<file path="config.mk">
export PLATFORM = sky130hd
export DESIGN_NAME = muldiv_unit
export DESIGN_NICKNAME = d
export VERILOG_FILES = /design/src/rtl/muldiv_unit.sv
export SDC_FILE = /design/constraint.sdc
export NUM_CORES = 1
export LEC_CHECK = 0
export CELL_PAD_IN_SITES_DETAIL_PLACEMENT = 0
export CELL_PAD_IN_SITES_GLOBAL_PLACEMENT = 1
export CORE_ASPECT_RATIO = 1.1
export CORE_MARGIN = 2
export CORE_UTILIZATION = 46
export CTS_CLUSTER_DIAMETER = 50
export DETAILED_ROUTE_END_ITERATION = 6
export HOLD_SLACK_MARGIN = 0.05
export PLACE_DENSITY = 0.86
export SKIP_LAST_GASP = 1
export SYNTH_ARGS = -nofsm -noshare
export SYNTH_HDL_FRONTEND = slang
export SYNTH_SLANG_ARGS = --single-unit
</file>
<file path="constraint.sdc">
create_clock -name clk -period 5.5 [get_ports clk]
set_input_delay 1.1 -clock clk [delete_from_list [all_inputs] [get_ports clk]]
set_output_delay 1.1 -clock clk [all_outputs]
set_load 0.01 [all_outputs]
</file>
<file path="src/rtl/muldiv_unit.sv">
// Multi-cycle integer multiply/divide unit with HI/LO registers.
// Shift-add multiply and restoring divide on magnitudes; signs are re-applied in one FIX cycle.
module muldiv_unit #(
  parameter int WIDTH = 32,
  parameter int CNT_W = $clog2(WIDTH + 1)
) (
  input  logic             clk,
  input  logic             rst,
  input  logic             start,
  input  logic [2:0]       op,
  input  logic [WIDTH-1:0] a,
  input  logic [WIDTH-1:0] b,
  input  logic             flush,
  output logic             busy,
  output logic             done,
  output logic             div0,
  output logic [WIDTH-1:0] hi,
  output logic [WIDTH-1:0] lo
);

  localparam logic [2:0] OP_MULT  = 3'd1;
  localparam logic [2:0] OP_MULTU = 3'd2;
  localparam logic [2:0] OP_DIV   = 3'd3;
  localparam logic [2:0] OP_DIVU  = 3'd4;
  localparam logic [2:0] OP_MTHI  = 3'd5;
  localparam logic [2:0] OP_MTLO  = 3'd6;

  typedef enum logic [1:0] {
    S_IDLE = 2'd0,
    S_RUN  = 2'd1,
    S_FIX  = 2'd2
  } state_e;

  function automatic logic [WIDTH-1:0] neg_w(input logic [WIDTH-1:0] x);
    return {WIDTH{1'b0}} - x;
  endfunction

  function automatic logic [2*WIDTH-1:0] neg_2w(input logic [2*WIDTH-1:0] x);
    return {(2*WIDTH){1'b0}} - x;
  endfunction

  state_e               state_q, state_d;
  logic [CNT_W-1:0]     cnt_q, cnt_d;
  logic [2*WIDTH-1:0]   acc_q, acc_d;
  logic [WIDTH-1:0]     opnd_q, opnd_d;
  logic                 is_div_q, is_div_d;
  logic                 qneg_q, qneg_d;
  logic                 rneg_q, rneg_d;
  logic                 bzero_q, bzero_d;
  logic [WIDTH-1:0]     hi_q, hi_d;
  logic [WIDTH-1:0]     lo_q, lo_d;
  logic                 busy_q, busy_d;
  logic                 done_q, done_d;
  logic                 div0_q, div0_d;

  logic                 is_signed_s;
  logic                 is_div_op_s;
  logic [WIDTH-1:0]     a_mag_s;
  logic [WIDTH-1:0]     b_mag_s;
  logic [WIDTH:0]       mul_sum_s;
  logic [WIDTH:0]       div_shift_s;
  logic                 div_ge_s;
  logic [WIDTH-1:0]     div_rem_s;
  logic [2*WIDTH-1:0]   prod_fix_s;
  logic [WIDTH-1:0]     quo_fix_s;
  logic [WIDTH-1:0]     rem_fix_s;

  // Datapath: operand magnitudes, one iteration step, and sign-corrected results.
  always_comb begin
    is_signed_s = (op == OP_MULT) || (op == OP_DIV);
    is_div_op_s = (op == OP_DIV) || (op == OP_DIVU);
    a_mag_s     = (is_signed_s && a[WIDTH-1]) ? neg_w(a) : a;
    b_mag_s     = (is_signed_s && b[WIDTH-1]) ? neg_w(b) : b;
    mul_sum_s   = {1'b0, acc_q[2*WIDTH-1:WIDTH]} + {1'b0, opnd_q};
    // Partial remainder is WIDTH+1 bits; the true difference always fits back in WIDTH.
    div_shift_s = {acc_q[2*WIDTH-1:WIDTH], acc_q[WIDTH-1]};
    div_ge_s    = div_shift_s >= {1'b0, opnd_q};
    div_rem_s   = div_shift_s[WIDTH-1:0] - opnd_q;
    prod_fix_s  = qneg_q ? neg_2w(acc_q) : acc_q;
    quo_fix_s   = qneg_q ? neg_w(acc_q[WIDTH-1:0]) : acc_q[WIDTH-1:0];
    rem_fix_s   = rneg_q ? neg_w(acc_q[2*WIDTH-1:WIDTH]) : acc_q[2*WIDTH-1:WIDTH];
  end

  // Next-state logic for the IDLE -> RUN -> FIX sequencer and HI/LO.
  always_comb begin
    state_d  = state_q;
    cnt_d    = cnt_q;
    acc_d    = acc_q;
    opnd_d   = opnd_q;
    is_div_d = is_div_q;
    qneg_d   = qneg_q;
    rneg_d   = rneg_q;
    bzero_d  = bzero_q;
    hi_d     = hi_q;
    lo_d     = lo_q;
    busy_d   = busy_q;
    done_d   = 1'b0;
    div0_d   = 1'b0;
    case (state_q)
      S_IDLE: begin
        if (start && !flush) begin
          case (op)
            OP_MULT, OP_MULTU, OP_DIV, OP_DIVU: begin
              is_div_d = is_div_op_s;
              qneg_d   = is_signed_s && (a[WIDTH-1] ^ b[WIDTH-1]);
              rneg_d   = is_signed_s && a[WIDTH-1];
              bzero_d  = is_div_op_s && (b == {WIDTH{1'b0}});
              // Divide shifts the dividend out of the low half; multiply shifts the multiplier.
              acc_d    = is_div_op_s ? {{WIDTH{1'b0}}, a_mag_s} : {{WIDTH{1'b0}}, b_mag_s};
              opnd_d   = is_div_op_s ? b_mag_s : a_mag_s;
              cnt_d    = {CNT_W{1'b0}};
              busy_d   = 1'b1;
              state_d  = S_RUN;
            end
            OP_MTHI: hi_d = a;
            OP_MTLO: lo_d = a;
            default: state_d = S_IDLE;
          endcase
        end else begin
          state_d = S_IDLE;
        end
      end
      S_RUN: begin
        if (flush) begin
          busy_d  = 1'b0;
          state_d = S_IDLE;
        end else begin
          if (is_div_q) begin
            acc_d = div_ge_s ? {div_rem_s, acc_q[WIDTH-2:0], 1'b1}
                             : {div_shift_s[WIDTH-1:0], acc_q[WIDTH-2:0], 1'b0};
          end else begin
            acc_d = acc_q[0] ? {mul_sum_s, acc_q[WIDTH-1:1]}
                             : {1'b0, acc_q[2*WIDTH-1:1]};
          end
          cnt_d = cnt_q + CNT_W'(1);
          if (cnt_q == CNT_W'(WIDTH - 1)) begin
            state_d = S_FIX;
          end else begin
            state_d = S_RUN;
          end
        end
      end
      S_FIX: begin
        busy_d  = 1'b0;
        state_d = S_IDLE;
        if (flush) begin
          done_d = 1'b0;
        end else if (is_div_q) begin
          // Zero divisor: remainder correction restores the original dividend.
          lo_d   = bzero_q ? {WIDTH{1'b1}} : quo_fix_s;
          hi_d   = rem_fix_s;
          done_d = 1'b1;
          div0_d = bzero_q;
        end else begin
          {hi_d, lo_d} = prod_fix_s;
          done_d       = 1'b1;
        end
      end
      default: begin
        busy_d  = 1'b0;
        state_d = S_IDLE;
      end
    endcase
  end

  // State and output registers with synchronous reset.
  always_ff @(posedge clk) begin
    if (rst) begin
      state_q  <= S_IDLE;
      cnt_q    <= {CNT_W{1'b0}};
      acc_q    <= {(2*WIDTH){1'b0}};
      opnd_q   <= {WIDTH{1'b0}};
      is_div_q <= 1'b0;
      qneg_q   <= 1'b0;
      rneg_q   <= 1'b0;
      bzero_q  <= 1'b0;
      hi_q     <= {WIDTH{1'b0}};
      lo_q     <= {WIDTH{1'b0}};
      busy_q   <= 1'b0;
      done_q   <= 1'b0;
      div0_q   <= 1'b0;
    end else begin
      state_q  <= state_d;
      cnt_q    <= cnt_d;
      acc_q    <= acc_d;
      opnd_q   <= opnd_d;
      is_div_q <= is_div_d;
      qneg_q   <= qneg_d;
      rneg_q   <= rneg_d;
      bzero_q  <= bzero_d;
      hi_q     <= hi_d;
      lo_q     <= lo_d;
      busy_q   <= busy_d;
      done_q   <= done_d;
      div0_q   <= div0_d;
    end
  end

  assign busy = busy_q;
  assign done = done_q;
  assign div0 = div0_q;
  assign hi   = hi_q;
  assign lo   = lo_q;

endmodule

</file>
### Word-level counts from Yosys, hierarchy flattened

Index checks and enable logic that the tools add are counted.

* $add $sub $neg: 8
* bitwise operators: 3
* order comparisons: 1
* muxes and demuxes: 39
* reduce and logical (&&, ||, !) cells: 21
* eq/ne operators: 17

Operator list (count)
* 32-bit two-way mux: 15
* 64-bit two-way mux: 7
* 32-bit one-hot mux with 2 select lines: 2
* 64-bit one-hot mux with 2 select lines: 1
* 1-bit by 32-bit subtractor with 32-bit output, first input constant: 4
* 1-bit by 64-bit subtractor with 64-bit output, first input constant: 1
* 32-bit by 32-bit adder with 33-bit output: 1
* 33-bit by 32-bit >= comparator with 1-bit output: 1
* 32-bit zero test: 1
* 32-bit subtractor: 1
* 6-bit two-way mux: 3
* 6-bit one-hot mux with 2 select lines: 1
* 4-bit AND reduction: 3
* 3-bit == test, second input constant: 3
* 2-bit inequality test, second input constant: 4
* 2-bit one-hot mux with 2 select lines: 2
* 4-bit OR reduction: 2
* 6-bit by 1-bit adder with 6-bit output, second input constant: 1
* 3-bit by 2-bit == test with 1-bit output, second input constant: 2
* 6-bit by 5-bit == test with 1-bit output, second input constant: 1
* 2-bit two-way mux: 3
* 2-bit by 1-bit inequality test with 1-bit output, second input constant: 3
* 3-bit AND reduction: 2
* 1-bit logical AND: 5
* other kinds (13): 20

* register bits: 175
* output and inout bits: 67

### Depth between registers and ports, before layout

* depth in word-level cells: 8
* depth in mapped cells: 15
* mapped depth without buffers: 14

### Worst setup path before layout

Ideal clock, no wire load.

* path type: input -> register
* start point: input port b[9]
* end point: register acc_q[31]
* data required time: 5.437 ns
* library setup time: 0.063 ns
* path slack: 2.188 ns
* buffers on the path: 0
* cell stages on the path: 10
* arrival: 3.249 ns
* cells stage by stage: or4_4 > nor3_4 > nand4_2 > or4_4 > o41ai_2 > and2_2 > a21oi_2 > a221oi_2 > a21oi_1 > nor2_2

* cells in the longest elaborated chain, start to end: 6

Ends and longest elaborated chain
* start, declared: RTL line 12 `input logic [WIDTH-1:0] b,`
* 1-bit by 32-bit subtractor with 32-bit output: RTL line 35 `return {WIDTH{1'b0}} - x;`
* 32-bit two-way mux: RTL line 73 `b_mag_s = (is_signed_s && b[WIDTH-1]) ? neg_w(b) : b;`
* 32-bit two-way mux: RTL line 109 `acc_d = is_div_op_s ? {{WIDTH{1'b0}}, a_mag_s} : {{WIDTH{1'b0}}, b_mag_s};`
* 64-bit two-way mux: RTL line 102 `case (op)`
* 64-bit two-way mux: RTL line 101 `if (start && !flush) begin`
* 64-bit one-hot mux with 2 select lines: RTL line 99 `case (state_q)`
* end signal, assigned: RTL line 171 `acc_q <= {(2*WIDTH){1'b0}};`
* end, declared: RTL line 44 `logic [2*WIDTH-1:0] acc_q, acc_d;`

Every way passes these cells. The select of a mux whose other input is x is not followed.
A chain may end at the register's enable or synchronous reset.

### Final worst setup path

* start point: register acc_q[31]
* end point: register acc_q[58]

* cells in the longest elaborated chain, start to end: 5

Ends and longest elaborated chain
* 32-bit subtractor or 33-bit by 32-bit >= comparator with 1-bit output (tied branches): RTL line 78, 77
* 64-bit two-way mux *: RTL line 129 `acc_d = div_ge_s ? {div_rem_s, acc_q[WIDTH-2:0], 1'b1}`
* 64-bit two-way mux *: RTL line 128 `if (is_div_q) begin`
* 64-bit two-way mux *: RTL line 124 `if (flush) begin`
* 64-bit one-hot mux with 2 select lines *: RTL line 99

Every way passes the cells marked *; elsewhere a longest branch is shown, timed or not. The select of a mux whose other input is x is not followed.

==> impl_metrics.prom <==
# TYPE chip_impl_metric gauge
chip_impl_info{name="cp-end-kind",value="flop"} 1
chip_impl_metric{name="grt_first_pass_wirelength",unit="um"} 91100
chip_impl_info{name="tritoncts",value="done"} 1
chip_impl_metric{name="die_h",unit="um"} 195
chip_impl_metric{name="fraction_of_layout_cells_with_a_size_suffix_above_1",unit="%"} 4.19
chip_impl_metric{name="leakage",unit="nW"} 6.69
chip_impl_metric{name="post_synth_num_cell_types",unit=""} 75
chip_impl_metric{name="number_of_setup_violations_in_the_final_report",unit=""} 0
chip_impl_info{name="outcome",value="finished, final reports clean"} 1
chip_impl_metric{name="count_of_routing_violations_after_the_opening_detailed_route_iteration",unit=""} 1424
chip_impl_metric{name="report.final.slew_viol_count",unit=""} 0
chip_impl_metric{name="detail-route-antenna-nets",unit=""} 0
chip_impl_info{name="grt_setup_unrepaired",value="no"} 1
chip_impl_metric{name="synth_warnings",unit=""} 0
chip_impl_metric{name="cts_buf_count",unit=""} 17
chip_impl_metric{name="max-vdd-ir-drop",unit="V"} 0.000249
chip_impl_metric{name="clock-sinks",unit=""} 175
chip_impl_info{name="layout_commonest_cell",value="nand2_1"} 1
chip_impl_metric{name="critical_path_peak_fanout",unit=""} 6
chip_impl_info{name="dominantRegCellSynth",value="dfxtp_1"} 1
chip_impl_info{name="crit-reg2reg-launch",value="acc_q[31]"} 1
chip_impl_metric{name="routability_congestion",unit=""} 0.975
chip_impl_info{name="timing.hold.worst_endpoint",value="lo[11]"} 1
chip_impl_info{name="hold_start",value="lo[11]"} 1
chip_impl_info{name="final_cell_mix",value="nand2_1 (310), a21oi_1 (236), nor2_1 (199)"} 1
chip_impl_metric{name="ys_seq_area_share",unit="%"} 23.1
chip_impl_info{name="timing.critical_path.slowest_stage_cell",value="nor4_1"} 1
chip_impl_metric{name="route.detailed.wl_per_inst",unit="um"} 22.8
chip_impl_metric{name="cts.repair.resized",unit=""} 0
chip_impl_metric{name="post-cts-setup-buffer-count",unit=""} 0
chip_impl_metric{name="clkLatencyLatePin",unit="ns"} 0.47
chip_impl_metric{name="num_io_pins",unit=""} 138
chip_impl_info{name="regToRegEndpoint",value="acc_q[58]"} 1
chip_impl_metric{name="placement_rows",unit=""} 69
chip_impl_metric{name="synth_seq_cells",unit=""} 175
chip_impl_metric{name="end_of_flow_core_utilization",unit="%"} 53.4
chip_impl_metric{name="critPathRequiredTime",unit="ns"} 5.86
chip_impl_info{name="clk_root_buffer_cell",value="clkbuf_16"} 1
chip_impl_metric{name="min_period",unit="ns"} 3.96
chip_impl_metric{name="fin_worst_skew",unit="ns"} 0.0159
chip_impl_metric{name="clk_slew_on_worst_s_h_paths",unit="ns"} 0.08
chip_impl_metric{name="worst_hold_path.num_cells",unit=""} 2
chip_impl_metric{name="first_global_vias",unit=""} 15600
chip_impl_metric{name="grt_use_total",unit="%"} 34.4
chip_impl_metric{name="avgViaCountPerCell",unit=""} 6.26
chip_impl_metric{name="drv.max_cap_violation_count",unit=""} 0
chip_impl_metric{name="max_slew.worst_pin.slew",unit="ns"} 1.00
chip_impl_metric{name="final_min_period_over_clock_period",unit="%"} 71.9
chip_impl_metric{name="hold_buffers",unit=""} 0
chip_impl_info{name="kind_of_critical_path",value="flop to flop"} 1
chip_impl_metric{name="post_synth_inst_count",unit=""} 2162
chip_impl_info{name="most_repeated_library_cell_on_the_critical_path",value="inv_1"} 1
chip_impl_metric{name="synth.avg_cell_area",unit="um^2"} 7.03
chip_impl_metric{name="slew-limit-headroom",unit="%"} 33.2
chip_impl_metric{name="post_route_drc",unit=""} 0
chip_impl_metric{name="route.vias.total",unit=""} 16400
chip_impl_metric{name="antenna_found_initial",unit=""} 1
chip_impl_metric{name="maxClockFrequency",unit="MHz"} 253
chip_impl_info{name="worstPathCellList",value="inv_1 -> ha_1 -> inv_1 -> fa_1 -> a211oi_1 -> nor3_1 -> nor4_1 -> o21bai_1 -> a21o_1 -> a31o_2 -> a41oi_1 -> mux2i_1 -> o21ai_0 -> a22o_1"} 1
chip_impl_metric{name="arrival",unit="ns"} 4.31
chip_impl_metric{name="synthesis.area",unit="um^2"} 15200
chip_impl_metric{name="htree_levels",unit=""} 4
chip_impl_metric{name="drt_wl_total",unit="um"} 59800
chip_impl_metric{name="final_nets",unit=""} 2327
chip_impl_metric{name="reg2reg_depth",unit=""} 14
chip_impl_metric{name="timing.final.hold_violations",unit=""} 0
chip_impl_metric{name="start_util",unit="%"} 46.9
chip_impl_metric{name="powerDensity",unit="nW/um^2"} 213
chip_impl_metric{name="max_clock_buf_depth",unit=""} 2
chip_impl_info{name="start_kind",value="flop"} 1
chip_impl_metric{name="area_growth",unit="%"} 13.9
chip_impl_metric{name="critical-path-max-stage-delay",unit="ns"} 0.47
chip_impl_metric{name="placeableCoreArea",unit="um^2"} 32400
chip_impl_metric{name="drtPass1Iterations",unit=""} 5
chip_impl_metric{name="design.die.area",unit="um^2"} 34500
chip_impl_metric{name="synth_enable_flop_cells",unit=""} 0
chip_impl_info{name="hp-class",value="flop to flop"} 1
chip_impl_metric{name="global_route.overflow_total",unit=""} 0
chip_impl_metric{name="die_x",unit="um"} 177
chip_impl_metric{name="dpl.hpwl",unit="um"} 45300
chip_impl_metric{name="setup-tns-final",unit="ns"} 0
chip_impl_metric{name="maximum_number_of_pins_on_one_net_before_global_route_repair",unit=""} 78
chip_impl_metric{name="ys_async_sr_fraction",unit="%"} 0
chip_impl_metric{name="synth_fp_nets",unit=""} 2304
chip_impl_metric{name="port_buffers",unit=""} 137
chip_impl_metric{name="r2r_setup_slack",unit="ns"} 1.54
[critical path: cells and delay by family, from the launching register on]
| family | cells | cell delay, ns |
|---|---|---|
| muxes | 1 | 0.23 |
| AOI/OAI and AO/OA | 7 | 1.73 |
| adders and majority gates | 2 | 0.63 |
| buffers and inverters | 2 | 0.25 |
| and+or+nand+nor | 2 | 0.58 |
| DFF | 1 | 0.42 |
[flip-flops by register name, summed over array words and instances (netlist names), 2 cells and up]
signal / count
acc_q: 64
hi: 32
lo: 32
opnd_q: 32
cnt_q: 6
state_q: 2
[kinds of logic (layout without fill, tap and decap cells)]
family	Yosys count	in the layout	synth area share [%]
DFF	175	175	23.1
other	0	1	0
AOI/OAI and AO/OA	686	686	28.5
xor gates and xnor gates	173	173	9.98
and+or+nand+nor	791	791	23.9
adders and majority gates	71	71	5.95
muxes	47	47	3.11
buffers and inverters	219	255	5.48
[per-layer routing]
layer / up-vias / share of wire, % / GRT usage [%]
met5: - / 0 / 0
met4: 0 / 6.7 / 21.1
met3: 183 / 6.0 / 4.81
met2: 641 / 47 / 57.2
met1: 7791 / 40 / 41.7
li1: 7823 / - / -
[how the worst max path moves through the flow]
| stage | cells past startpoint | to | slack [ns] | startpoint |
|---|---|---|---|---|
| detailed placement | 11 | acc_q[31] | 1.39 | a[13] |
| global placement | 11 | acc_q[31] | 1.41 | a[13] |
| floorplan | 10 | acc_q[31] | 2.19 | b[9] |
| global route | 14 | acc_q[58] | 1.26 | acc_q[31] |
| finish | 14 | acc_q[58] | 1.54 | acc_q[31] |
| CTS | 13 | acc_q[63] | 1.59 | acc_q[32] |
[Yosys cell counts (14+ instances only)]
master	count	area [um^2]
nand4_1	16	100
xor2_1	73	639
o31ai_1	23	173
mux2i_1	45	450
inv_1	59	221
nor3_1	57	285
clkbuf_1	142	533
or3_1	23	144
ha_1	69	863
dfxtp_1	175	3500
a311oi_1	24	210
a22o_1	23	201
xnor2_1	100	876
nand2_1	310	1160
a21oi_1	236	1180
a21o_1	34	255
nand3_1	50	250
nor2b_1	32	200
o21ai_1	14	70.1
nor4_1	19	119
o21ai_0	146	731
nand2b_1	27	169
nor2_1	201	754
o221ai_1	29	254
o211ai_1	23	173
a211oi_1	34	255
a31oi_1	20	125
[power by group]
part,internal [mW],switching [mW]
Combinational,0.389,0.647
Clock,0.616,0.642
Sequential,1.31,0.0876
[cell type report]
| class | instances | area, um^2 |
|---|---|---|
| Antenna cell | 1 | 2.50 |
| Clock buffer | 18 | 439 |
| Timing Repair Buffer | 164 | 1570 |
| Sequential cell | 175 | 3510 |
| Multi-Input combinational cell | 1768 | 10900 |
| Clock inverter | 14 | 139 |
| Inverter | 59 | 221 |
| Fill cell | 3289 | 15100 |
| Tap cell | 426 | 533 |
[per-stage QoR]
| step | std cells | hold WS, ns | cell area [um^2] | total power [mW] | worst slack (ns) |
|---|---|---|---|---|---|
| 2_1_floorplan | 2162 | 0.446 | 15200 | 2.09 | 2.19 |
| 3_3_place_gp | 2592 | 0.438 | 16700 | 2.43 | 1.41 |
| 3_5_place_dp | 2592 | 0.446 | 16700 | 2.44 | 1.39 |
| 4_1_cts | 2624 | 0.453 | 17300 | 3.68 | 1.59 |
| 5_1_grt | 2625 | 0.475 | 17300 | 3.84 | 1.26 |
| 6_report | 2625 | 0.453 | 17300 | 3.69 | 1.54 |
(Power assumes the default switching activity.)
